[src/rtl/flux_seq_pkg.sv]
// Shared types and helpers for the spectral-flux frame sequencer.
package flux_seq_pkg;

  typedef enum logic [1:0] {
    STREAM,
    DRAIN,
    SUMMARY
  } seq_state_t;

  localparam int FRAME_CNT_W = 16;

  // Ceiling log2, never below 1 so a counter always has at least one bit.
  function automatic int calc_aw(input int n);
    int w;
    w = 1;
    for (int i = 1; i < 31; i++) begin
      if ((1 << i) < n) w = i + 1;
    end
    return w;
  endfunction

endpackage

[src/rtl/flux_frame_sequencer.sv]
// Gates the magnitude-squared bin stream, pairs each bin with its previous-frame
// value from an external RAM, and stalls input for a summary window per frame.
module flux_frame_sequencer
  import flux_seq_pkg::*;
#(
  parameter  int N              = 1024,
  parameter  int W              = 64,
  parameter  int SUMMARY_CYCLES = 4,
  localparam int AW             = calc_aw(N)
) (
  input  logic                   clk,
  input  logic                   reset,
  input  logic                   in_valid,
  output logic                   in_ready,
  input  logic [W-1:0]           in_mag,
  input  logic                   frame_abort,
  output logic                   ram_rd_en,
  output logic [AW-1:0]          ram_rd_addr,
  input  logic [W-1:0]           ram_rd_data,
  output logic                   ram_wr_en,
  output logic [AW-1:0]          ram_wr_addr,
  output logic [W-1:0]           ram_wr_data,
  output logic                   dp_valid,
  output logic [W-1:0]           dp_cur,
  output logic [W-1:0]           dp_prev,
  output logic [AW-1:0]          dp_bin,
  output logic                   dp_last,
  output logic                   frame_done,
  output logic [FRAME_CNT_W-1:0] frame_count,
  output logic                   warm
);

  localparam int SW = calc_aw(SUMMARY_CYCLES + 1);
  localparam logic [AW-1:0] LAST_BIN = AW'(N - 1);
  localparam logic [SW-1:0] SUM_END  = SW'(SUMMARY_CYCLES - 1);

  seq_state_t             state_reg, state_next;
  logic [AW-1:0]          bin_cnt_reg, bin_cnt_next;
  logic [SW-1:0]          sum_cnt_reg, sum_cnt_next;
  logic                   pend_valid_reg;
  logic [W-1:0]           mag_reg;
  logic [AW-1:0]          bin_reg;
  logic                   frame_done_reg;
  logic                   warm_reg;
  logic [FRAME_CNT_W-1:0] frame_count_reg;
  logic                   accept;

  always_comb begin
    state_next   = state_reg;
    bin_cnt_next = bin_cnt_reg;
    sum_cnt_next = sum_cnt_reg;
    in_ready     = (state_reg == STREAM) && !frame_abort && !reset;
    accept       = in_ready && in_valid;

    case (state_reg)
      STREAM: begin
        if (accept) begin
          if (bin_cnt_reg == LAST_BIN) begin
            bin_cnt_next = '0;
            state_next   = DRAIN;
          end else begin
            bin_cnt_next = bin_cnt_reg + AW'(1);
          end
        end
      end
      DRAIN: state_next = SUMMARY;
      SUMMARY: begin
        if (sum_cnt_reg == SUM_END) begin
          sum_cnt_next = '0;
          state_next   = STREAM;
        end else begin
          sum_cnt_next = sum_cnt_reg + SW'(1);
        end
      end
      default: state_next = STREAM;
    endcase

    // Abort discards the partial frame from any state.
    if (frame_abort) begin
      state_next   = STREAM;
      bin_cnt_next = '0;
      sum_cnt_next = '0;
    end
  end

  always_ff @(posedge clk) begin
    if (reset) begin
      state_reg       <= STREAM;
      bin_cnt_reg     <= '0;
      sum_cnt_reg     <= '0;
      pend_valid_reg  <= 1'b0;
      mag_reg         <= '0;
      bin_reg         <= '0;
      frame_done_reg  <= 1'b0;
      warm_reg        <= 1'b0;
      frame_count_reg <= '0;
    end else begin
      state_reg      <= state_next;
      bin_cnt_reg    <= bin_cnt_next;
      sum_cnt_reg    <= sum_cnt_next;
      pend_valid_reg <= accept;
      if (accept) begin
        mag_reg <= in_mag;
        bin_reg <= bin_cnt_reg;
      end
      // The pulse lands on the SUMMARY entry cycle; an abort there cannot retract it.
      frame_done_reg <= (state_reg == DRAIN) && !frame_abort;
      if (frame_done_reg) frame_count_reg <= frame_count_reg + FRAME_CNT_W'(1);
      if (frame_abort) warm_reg <= 1'b0;
      else if (frame_done_reg) warm_reg <= 1'b1;
    end
  end

  assign ram_rd_en   = accept;
  assign ram_rd_addr = accept ? bin_cnt_reg : '0;

  // Read of bin b+1 and write of bin b share a cycle but never an address.
  assign ram_wr_en   = pend_valid_reg;
  assign ram_wr_addr = pend_valid_reg ? bin_reg : '0;
  assign ram_wr_data = pend_valid_reg ? mag_reg : '0;

  assign dp_valid    = pend_valid_reg;
  assign dp_cur      = pend_valid_reg ? mag_reg : '0;
  assign dp_bin      = pend_valid_reg ? bin_reg : '0;
  assign dp_last     = pend_valid_reg && (bin_reg == LAST_BIN);
  assign dp_prev     = (pend_valid_reg && warm_reg) ? ram_rd_data : '0;

  assign frame_done  = frame_done_reg;
  assign frame_count = frame_count_reg;
  assign warm        = warm_reg;

endmodule

[config.mk]
export PLATFORM = sky130hd
export DESIGN_NAME = flux_frame_sequencer
export DESIGN_NICKNAME = d
export VERILOG_FILES = /design/src/rtl/flux_seq_pkg.sv /design/src/rtl/flux_frame_sequencer.sv
export SDC_FILE = /design/constraint.sdc
export NUM_CORES = 1
export LEC_CHECK = 0
export CORE_AREA = 2 2 148 150
export CTS_CLUSTER_DIAMETER = 100
export CTS_CLUSTER_SIZE = 14
export DETAILED_ROUTE_END_ITERATION = 12
export DIE_AREA = 0 0 150 152
export SLEW_MARGIN = 10
export SYNTH_ARGS = -nofsm -noshare
export SYNTH_HDL_FRONTEND = slang
export SYNTH_SLANG_ARGS = --single-unit
[constraint.sdc]
create_clock -name clk -period 3.4 [get_ports clk]
set_input_delay 0.68 -clock clk [delete_from_list [all_inputs] [get_ports clk]]
set_output_delay 0.68 -clock clk [all_outputs]
set_load 0.02 [all_outputs]
Yosys cells after proc, flatten, opt, wreduce, memory -nomap -nowiden
Index checks and enable logic that the tools add are counted.
Widths: inputs -> output; s select.
- register bits: 108
- bits in latches: 0
- bits in writable memories: 0
- bits in read-only memories: 0
- output and inout bits: 245
- logic and storage cells: 42
- memories kept: 0
- add/sub/neg operators: 3
- multipliers: 0
- divide/modulo/power cells: 0
- order comparisons: 0
- equal/unequal tests: 8
- shift operators: 0
- muxes and demuxes: 10
- bitwise logic cells: 0
- reductions and logical operators: 12
- operator list (operator ; number):
    $mux 64 ; 2
    $mux 10 ; 3
    $eq 10x10->1 const B ; 2
    $add 16x1->16 const B ; 1
    $add 10x1->10 const B ; 1
    $logic_and 1x1->1 ; 6
    $mux 2 ; 3
    $pmux 2 s3 ; 1
    $ne 2x2->1 const B ; 2
    $add 3x1->3 const B ; 1
    $eq 3x2->1 const B ; 1
    $mux 3 ; 1
    $reduce_and 3->1 ; 1
    $eq 2x1->1 const B ; 1
    $eq 2x2->1 const B ; 1
    $logic_not 1->1 ; 2
    $logic_not 2->1 ; 1
    $ne 2x1->1 const B ; 1
    $reduce_and 2->1 ; 1
    $reduce_or 2->1 ; 1

Longest topological paths before layout
Gate-level depths: netlist of run 1.
- depth in word-level cells: 6
- mapped depth: 8
- depth with buffers taken out: 6

Worst setup path before layout of run 1
OpenSTA, ideal clock, no wires.
- path type: input port to output port
- start point: input port frame_abort
- end point: output port ram_rd_addr[7]
- data arrival time: 1833 ps
- required time: 2720 ps
- setup slack: 887 ps
- stages: 7
- path buffers: 1
- cell sequence: or4_4 -> clkinv_4 -> nand2_4 -> clkinv_2 -> buf_2 -> nand2_1 -> inv_1
- cells in the longest elaborated chain, start to end: 5
- RTL lines (what ; RTL line ; source):
    start: declaration ; flux_frame_sequencer.sv:16 ; input logic frame_abort,
    $logic_not 1->1 ; flux_frame_sequencer.sv:52 ; in_ready = (state_reg == STREAM) && !frame_abort && !reset;
    $logic_and 1x1->1 (2 in series) ; flux_frame_sequencer.sv:52 ;
    named net in_ready ; flux_frame_sequencer.sv:14 ; output logic in_ready,
    $logic_and 1x1->1 ; flux_frame_sequencer.sv:53 ; accept = in_ready && in_valid;
    $mux 10 ; flux_frame_sequencer.sv:115 ; assign ram_rd_addr = accept ? bin_cnt_reg : '0;
    end: declaration ; flux_frame_sequencer.sv:18 ; output logic [AW-1:0] ram_rd_addr,
The timed path passes the listed nets, and every way through them passes these cells.

Final worst setup path of run 1
- start point: input port frame_abort
- end point: output port ram_rd_addr[3]
- cells in the longest elaborated chain, start to end: 5
- RTL lines (what ; RTL line):
    $logic_not 1->1 ; flux_frame_sequencer.sv:52
    $logic_and 1x1->1 (2 in series) ; flux_frame_sequencer.sv:52
    $logic_and 1x1->1 ; flux_frame_sequencer.sv:53
    $mux 10 ; flux_frame_sequencer.sv:115
Every way passes these cells.

==> metrics.md, run 1 <==
| Metric | Value |
|---|---|
| Outcome | finished, final reports clean |
| Yosys top cell area share | a little under two fifths |
| Post-cts repair resize count | 9 |
| Vias in the first global route | approximately 5500 |
| Starting utilization of the core area | a little over a quarter |
| Most used standard cells in the synthesized netlist | sky130_fd_sc_hd__nand2_1 (138), sky130_fd_sc_hd__dfxtp_1 (108), sky130_fd_sc_hd__and2_1 (75), sky130_fd_sc_hd__buf_4 (75), sky130_fd_sc_hd__and3_1 (68) |
| DP HPWL | around 15000 um |
| Number of library cell types mapped by synthesis | 38 |
| Wire length of the first global-routing pass | a little over 30000 um |
| Initial DRT Pass Iterations | 4 |
| Post-synthesis async set-or-reset flop share | 0% |
| Number of antenna violations at the first check in global routing | 0 |
| Total I/O pin count | between 300 and 400 |
| GPL Wtd Cong | between 0.8 and 0.9 |
| Worst R2R Setup Slack | 1.56 ns |
| TritonCTS clock tree | done |
| Total area of multi-input combinational cells | roughly 2700 um^2 |
| Top area cells in the synthesized netlist | sky130_fd_sc_hd__dfxtp_1 (38%), sky130_fd_sc_hd__buf_4 (9.9%), sky130_fd_sc_hd__nand2_1 (9.1%) |
| X dimension of the die | 150 um |
| Post-route DRC violation count | 0 |
| Slew margin rel. | between 40% and 50% |
| Critical Path End Type | output port |
| Number of rows created at floorplan | 54 |
| Overall die area | 22800 um^2 |
| Via count of the routed design | between 5000 and 6000 |
| DR iter-0 viols | roughly 200 |
| Share of the yosys chip area belonging to registers | 38.03% |
| Yosys Warn Count | 0 |
| Biggest area consumer among synthesized cells | sky130_fd_sc_hd__dfxtp_1 |
| Clock edge transition at the registers on the reported setup and hold paths | around 0.07 ns |
| Power density over the cells | 279.6 nW/um^2 |
| Final setup violation count | 0 |
| Cell area after technology mapping | 5685 um^2 |
| Critical Setup Path Class | in2out |
| Worst reg2reg path depth | 8 |
| Global-route congestion overflow total | 0 |
| Number of hold-slack violations in the final timing report | 0 |
| Placed cell count | 1288 |
| Post-detailed-route wirelength per cell | approximately 15 um |
| Setup repair after global routing missed its margin | false |
| Cts hold-fix bufs | 0 |
| Sinks on Clock Net | between 100 and 150 |
| Antenna cell count | 0 |
| Number of standard cells in the final layout excluding fillers | approximately 1300 |
| Most used standard cell by instance count after synthesis | sky130_fd_sc_hd__nand2_1 |
| Number of flip-flops in the largest register | 64 |
| Insertion delay to the later sink of the worst-skew pair | 0.35 ns |
| Share of post-route cells with drive strength above 1 | approximately 8.5% |
| Critical path launch point type | input port |
| # nets final | between 1000 and 1500 |
| Final Power | ~2700 uW |
| Area growth syn-to-layout | 66.88% |
| Post-layout instance area | roughly 9500 um^2 |
| Top layer used by detailed routing | met4 |
| Seq. cell area | between 2000 and 2500 um^2 |
| F_max | ~320 MHz |
| WL met3 | ~1200 um |
| Minimum clock period | about 3.2 ns |
| Req. time, crit path | ~2.7 ns |
| Critical R2R Launch | state_reg[1]$_SDFFE_PP0P_ |
| GRT Total Usage | ~17% |
| Pin count of the biggest net entering global routing | 76 |
| Maximum level of the CTS H-tree | 3 |
| Number of routed nets with antenna violations | 0 |
| Max_cap viols | 0 |
| Source of the critical timing path | frame_abort |
| Average instance area after synthesis | between 7 and 8 um^2 |
| Crit path DAT | roughly 2.5 ns |
| Endpoint of the lowest-slack register-to-register path | mag_reg[31]$_SDFFE_PP0N_ |
| Worst voltage drop across the vdd grid | approximately 0.21 mV |
| Number of storage elements in the synthesis netlist | between 100 and 150 |
| Post-placement cell area | 9206 um^2 |
| DR vias/cell | 4.346 |
| Area inside the core boundary | 21350 um^2 |
| Wl on met1 | 8842 um |
| Clock skew after layout | between 0.004 and 0.005 ns |
| Routed wl met2 | about 9500 um |
| Post-synth EDFFs | 0 |
| Chip Height | roughly 150 um |
| Number of port buffers | 376 |
| Crit-path max FO | 6 |
| Sum of routed wire length over all layers | just under 20000 um |
| Number of buffers added for setup after CTS | 0 |
| Post-synthesis instance total | between 700 and 800 |
| Post-route fraction of the period consumed by the critical path | between 90% and 100% |
| Number of pins with negative max-slew slack in the final report | 0 |
| Slew at the pin with the worst max-slew slack | ~0.85 ns |
| Most instantiated flip-flop cell in the synthesis netlist | sky130_fd_sc_hd__dfxtp_1 |
| Min-Delay Path Class | reg2reg |
| Leakage power figure | between 0.003 and 0.004 uW |
| Worst setup endpoint | ram_rd_addr[3] |
| Post-Synthesis Net Count | 870 |
| Worst Hold Launch | sum_cnt_reg[2]$_SDFFE_PP0N_ |
| Clock Tree Buf Depth | 2 |
| Cell chosen for the clock root | sky130_fd_sc_hd__clkbuf_16 |
| Count of fill cells added during filler insertion | ~2200 |
| TritonCTS buffer count | 9 |
## critical path: stages
cell                              delay (ns)
sky130_fd_sc_hd__clkdlybuf4s50_1        0.44
sky130_fd_sc_hd__or4_4                  0.53
sky130_fd_sc_hd__clkinv_4               0.07
sky130_fd_sc_hd__nand2_4                0.05
sky130_fd_sc_hd__clkinv_2               0.12
sky130_fd_sc_hd__buf_12                 0.12
sky130_fd_sc_hd__nand2_1                0.08
sky130_fd_sc_hd__inv_1                  0.07
sky130_fd_sc_hd__dlygate4sd2_1          0.32
## layout by cell type (no fill, tap or decap), drive strengths merged
| master | n |
|---|---|
| a21oi | 77 |
| a22oi | 1 |
| a311oi | 1 |
| and2 | 75 |
| and3 | 68 |
| and4 | 1 |
| buf | 24 |
| clkbuf | 11 |
| clkdlybuf4s50 | 363 |
| clkinv | 5 |
| clkinvlp | 1 |
| dfxtp | 108 |
| dlygate4sd2 | 9 |
| dlymetal6s2s | 2 |
| ha | 3 |
| inv | 17 |
| mux2 | 1 |
| mux2i | 2 |
| nand2 | 159 |
| nand2b | 2 |
| nand3 | 12 |
| nand4 | 10 |
| nor2 | 32 |
| nor2b | 1 |
| nor3 | 6 |
| nor4 | 5 |
| o21ai | 3 |
| o22ai | 1 |
| or2 | 1 |
| or3 | 1 |
| or4 | 1 |
| xnor2 | 12 |
| xor2 | 9 |
## cell type report
type	count	area share (%)
clock buffers	11	2.664
clock inverters	5	0.3692
multi-input cells	484	27.98
flip-flops and latches	108	22.83
inverters	18	0.7781
well taps	280	3.692
repair buffers	398	41.69
## metrics by stage
| step | util, % | setup TNS (ns) | worst slack (ns) | hold slack, ns |
|---|---|---|---|---|
| after floorplan | - | 0 | 0.8874 | 0.4158 |
| after global placement | 43.12 | -0.1689 | -0.03666 | 0.4316 |
| after detailed placement | 43.12 | -0.2860 | -0.04720 | 0.4378 |
| after CTS | 44.42 | 0 | 0.04377 | 0.4477 |
| after global routing | 44.44 | 0 | 0.1329 | 0.4663 |
| final | 44.44 | 0 | 0.2419 | 0.4445 |
## power breakdown
| part | switching [uW] | internal [uW] | total, uW |
|---|---|---|---|
| logic | 130 | 186 | 316 |
| clock network | 492 | 540 | 1030 |
| registers | 15.5 | 1290 | 1300 |
## routing by layer
metal  vias up  track usage [%]
li1       2866                -
met1      2606            21.80
met2       182            28.20
met3        13            4.655
met4         0            2.920
met5         -                0
## worst min path at each step
| stage | end | cells past startpoint |
|---|---|---|
| finish | sum_cnt_reg[2]$_SDFFE_PP0N_ | 2 |
| detailed placement | sum_cnt_reg[2]$_SDFFE_PP0N_ | 2 |
| global placement | sum_cnt_reg[2]$_SDFFE_PP0N_ | 2 |
| floorplan | sum_cnt_reg[2]$_SDFFE_PP0N_ | 2 |
| CTS | sum_cnt_reg[2]$_SDFFE_PP0N_ | 2 |
| global route | sum_cnt_reg[2]$_SDFFE_PP0N_ | 2 |
## logic make-up (layout without fill, tap and decap cells)
group / after synthesis / in the layout / synth area share [%]
AO/OA/AOI/OAI: 83 / 83 / 8.759
XOR/XNOR: 21 / 21 / 3.235
adder cells (fa/ha/maj): 3 / 3 / 0.6603
buffers and inverters: 143 / 432 / 15.27
flip-flops: 108 / 108 / 38.03
multiplexers: 3 / 3 / 0.5502
AND/OR/NAND/NOR: 374 / 374 / 33.50
Note: power is estimated with default switching activity, not from simulation.
==> inputs of run 2 (changes only) <==
GPL_TIMING_DRIVEN = 0   (was unset)
==> run 2 against run 1 <==
Compared with the run above: combinational power is 5% higher; cell count is 7.9% higher; non-clock buffer count is 103 higher; largest power group unchanged; worst setup slack worse by 0.15 ns; wire length is 7.2% higher; via count is 7.5% higher; global-route usage is 1.2 points higher; hold slack hardly changed; design area is 6.6% higher; clock skew is 0.0062 ns higher; power is 6.2% higher; critical path depth is 2 lower; critical path type unchanged.
==> metrics.md, run 2 (synthesis gave the netlist of run 1 again) <==
| Metric | Value |
|---|---|
| Critical Setup Path Class | in2out |
| DP HPWL | 16890 um (+15%) |
| Clock edge transition at the registers on the reported setup and hold paths | 0.07 ns (about the same) |
| Post-layout instance area | 10110 um^2 (+6.6%) |
| Power density over the cells | 278.7 nW/um^2 (-0.35%) |
| Area inside the core boundary | 21350 um^2 (unchanged) |
| DR iter-0 viols | 213 (+4.9%) |
| Total area of multi-input combinational cells | 2658 um^2 (about the same) |
| Number of rows created at floorplan | 54 (unchanged) |
| Initial DRT Pass Iterations | 4 (unchanged) |
| F_max | 302.4 MHz (-4.5%) |
| Crit path DAT | 2.63 ns (+0.15 ns) |
| Post-route DRC violation count | 0 (unchanged) |
| Post-route worst hold slack | 0.4440 ns (-0.0004750 ns) |
| Post-placement cell area | 9799 um^2 (+6.4%) |
| Number of hold-slack violations in the final timing report | 0 (unchanged) |
| X dimension of the die | 150 um (unchanged) |
| Routing usage on met2 | 29.75% (+1.5 points) |
| Most congested layer reported by global routing | met2 |
| Cell-internal power | 2141 uW (+6.3%) |
| Number of pins with negative max-slew slack in the final report | 0 (unchanged) |
| Req. time, crit path | 2.72 ns (about the same) |
| Clock Tree Buf Depth | 2 (unchanged) |
| Count of fill cells added during filler insertion | 2164 (-0.46%) |
| Reg power frac | 46.2% (-3.0 points) |
| Pin count of the biggest net entering global routing | 20 (-74%) |
| Switching power of the nets | 676.6 uW (+6.0%) |
| Cell chosen for the clock root | sky130_fd_sc_hd__clkbuf_16 |
| Number of flip-flops in the largest register | 64 (unchanged) |
| Number of routed nets with antenna violations | 0 (unchanged) |
| Critical path launch point type | input port |
| TritonCTS buffer count | 9 (unchanged) |
| Met1 layer usage reported by global route | 23.36% (+1.6 points) |
| Sinks on Clock Net | 108 (unchanged) |
| Number of antenna violations at the first check in global routing | 0 (unchanged) |
| Vias in the first global route | 5896 (+7.8%) |
| Post-route fraction of the period consumed by the critical path | 97.27% (+4.4 points) |
| Max_cap viols | 0 (unchanged) |
| Worst voltage drop across the vdd grid | 0.1965 mV (-5.9%) |
| Final setup violation count | 0 (unchanged) |
| Via count of the routed design | 6090 (+7.5%) |
| Maximum level of the CTS H-tree | 3 (unchanged) |
| Slew at the pin with the worst max-slew slack | 0.7244 ns (-0.1209 ns) |
| Switching part of the total | 24.01% (-0.041 points) |
| Share of post-route cells with drive strength above 1 | 14.46% (+6.0 points) |
| DR vias/cell | 4.328 (-0.40%) |
| Chip Height | 152 um (unchanged) |
| GR Util met3 | 4.865% (+0.21 points) |
| Post-detailed-route wirelength per cell | 15.03 um (-0.65%) |
| Area growth syn-to-layout | 77.86% |
| Seq. cell area | 2162 um^2 (-0.17%) |
| # nets final | 1257 (+8.9%) |
| Most used cells in the layout excluding fill and tap cells | sky130_fd_sc_hd__clkdlybuf4s50_1 (365), sky130_fd_sc_hd__nand2_1 (137), sky130_fd_sc_hd__dfxtp_1 (108) |
| Global-route congestion overflow total | 0 (unchanged) |
| Final Power | 2818 uW (+6.2%) |
| Setup repair after global routing missed its margin | true |
| Clock Power Share | 42.0% (+3.1 points) |
| TritonCTS clock tree | done |
| Smallest setup slack after layout | 0.09295 ns (-0.1489 ns) |
| Crit-path max FO | 10 (+4) |
| Most frequent standard cell in the layout excluding fill and tap cells | sky130_fd_sc_hd__clkdlybuf4s50_1 |
| Insertion delay to the later sink of the worst-skew pair | 0.36 ns (about the same) |
| Starting utilization of the core area | 26.63% (unchanged) |
| Combinational power share | 11.8% (about the same) |
| Clock skew after layout | 0.01080 ns (+0.006214 ns) |
| GPL Wtd Cong | 0.8163 (-2.6%) |
| Number of port buffers | 376 (unchanged) |
| Wire length of the first global-routing pass | 32600 um (+6.5%) |
| Total I/O pin count | 377 (unchanged) |
| Critical Path End Type | output port |
| Outcome | finished, final reports clean |
| GRT Total Usage | 17.98% (+1.2 points) |
| Dpl ws | -0.3863 ns (-0.3391 ns) |
| Slew margin rel. | 51.71% (+8.1 points) |
| Overall die area | 22800 um^2 (unchanged) |
| Leakage power figure | 0.004048 uW (+10%) |
| Min-Delay Path Class | reg2reg |
| Sum of routed wire length over all layers | 21150 um (+7.2%) |
| Minimum clock period | 3.307 ns (+0.1489 ns) |
| Antenna cell count | 0 (unchanged) |
run 2: changes by cell type in the layout (fill, tap and decap cells not counted), sizes merged:
cell           change
bufinv             +2
clkinv             -1
clkdlybuf4s50      +2
dlygate4sd2        -8
clkinvlp           -1
dlymetal6s2s       -1
clkdlybuf4s15      +2
inv                +2
clkbuf            +40
buf               +66
run 2: worst paths after layout:
kind / startpoint / endpoint / slack, ns / depth (start not counted)
worst max-delay path: frame_abort / ram_rd_en / 0.09 / 7
worst min-delay path: sum_cnt_reg[2]$_SDFFE_PP0N_ / sum_cnt_reg[2]$_SDFFE_PP0N_ / 0.44 / 2
worst max register to register: state_reg[1]$_SDFFE_PP0P_ / mag_reg[7]$_SDFFE_PP0N_ / 1.54 / 7
worst min register to register: sum_cnt_reg[2]$_SDFFE_PP0N_ / sum_cnt_reg[2]$_SDFFE_PP0N_ / 0.44 / 2
run 2: worst max-delay path, stage by stage:
cell	delay, ns
sky130_fd_sc_hd__clkdlybuf4s50_1	0.45
sky130_fd_sc_hd__or4_4	0.55
sky130_fd_sc_hd__clkinv_4	0.13
sky130_fd_sc_hd__nand2_4	0.07
sky130_fd_sc_hd__clkinv_2	0.11
sky130_fd_sc_hd__buf_2	0.24
sky130_fd_sc_hd__dlygate4sd2_1	0.38
run 2: routing by layer:
layer	share of wire (%)	up-vias
met5	0	-
met4	1.6	0
met3	6.6	19
met2	46	193
met1	45	2804
li1	-	3074
run 2: repair_timing:
item,CTS,global route
endpoints found under the setup margin,43,13
setup buffers,0,0
gates resized for setup,16,19
hold buffers,0,0
run 2: cell type report:
| type | count | share of cell area (%) |
|---|---|---|
| Sequential cell | 108 | 21.38 |
| Tap cell | 280 | 3.464 |
| Inverter | 18 | 0.7300 |
| Buffer | 125 | 7.944 |
| Multi-Input combinational cell | 484 | 26.28 |
| Clock inverter | 7 | 1.064 |
| Timing Repair Buffer | 376 | 36.91 |
| Clock buffer | 9 | 2.227 |
run 2: power by group through the flow:
stage                     Sequential, uW  Clock, uW  Combinational, uW
final                               1300       1180                332
after floorplan                     1330          0                119
after CTS                           1300       1220                335
after detailed placement            1330          0                334
after global routing                1310       1270                360
after global placement              1330          0                331
run 2: stage by stage:
stage,utilization [%],setup TNS (ns),instances
finish,47.36,0,1407
CTS,47.44,0,1407
detailed placement,45.90,-2.678,1391
global placement,45.90,-2.518,1391
floorplan,-,0,735
global route,47.36,-0.005846,1407
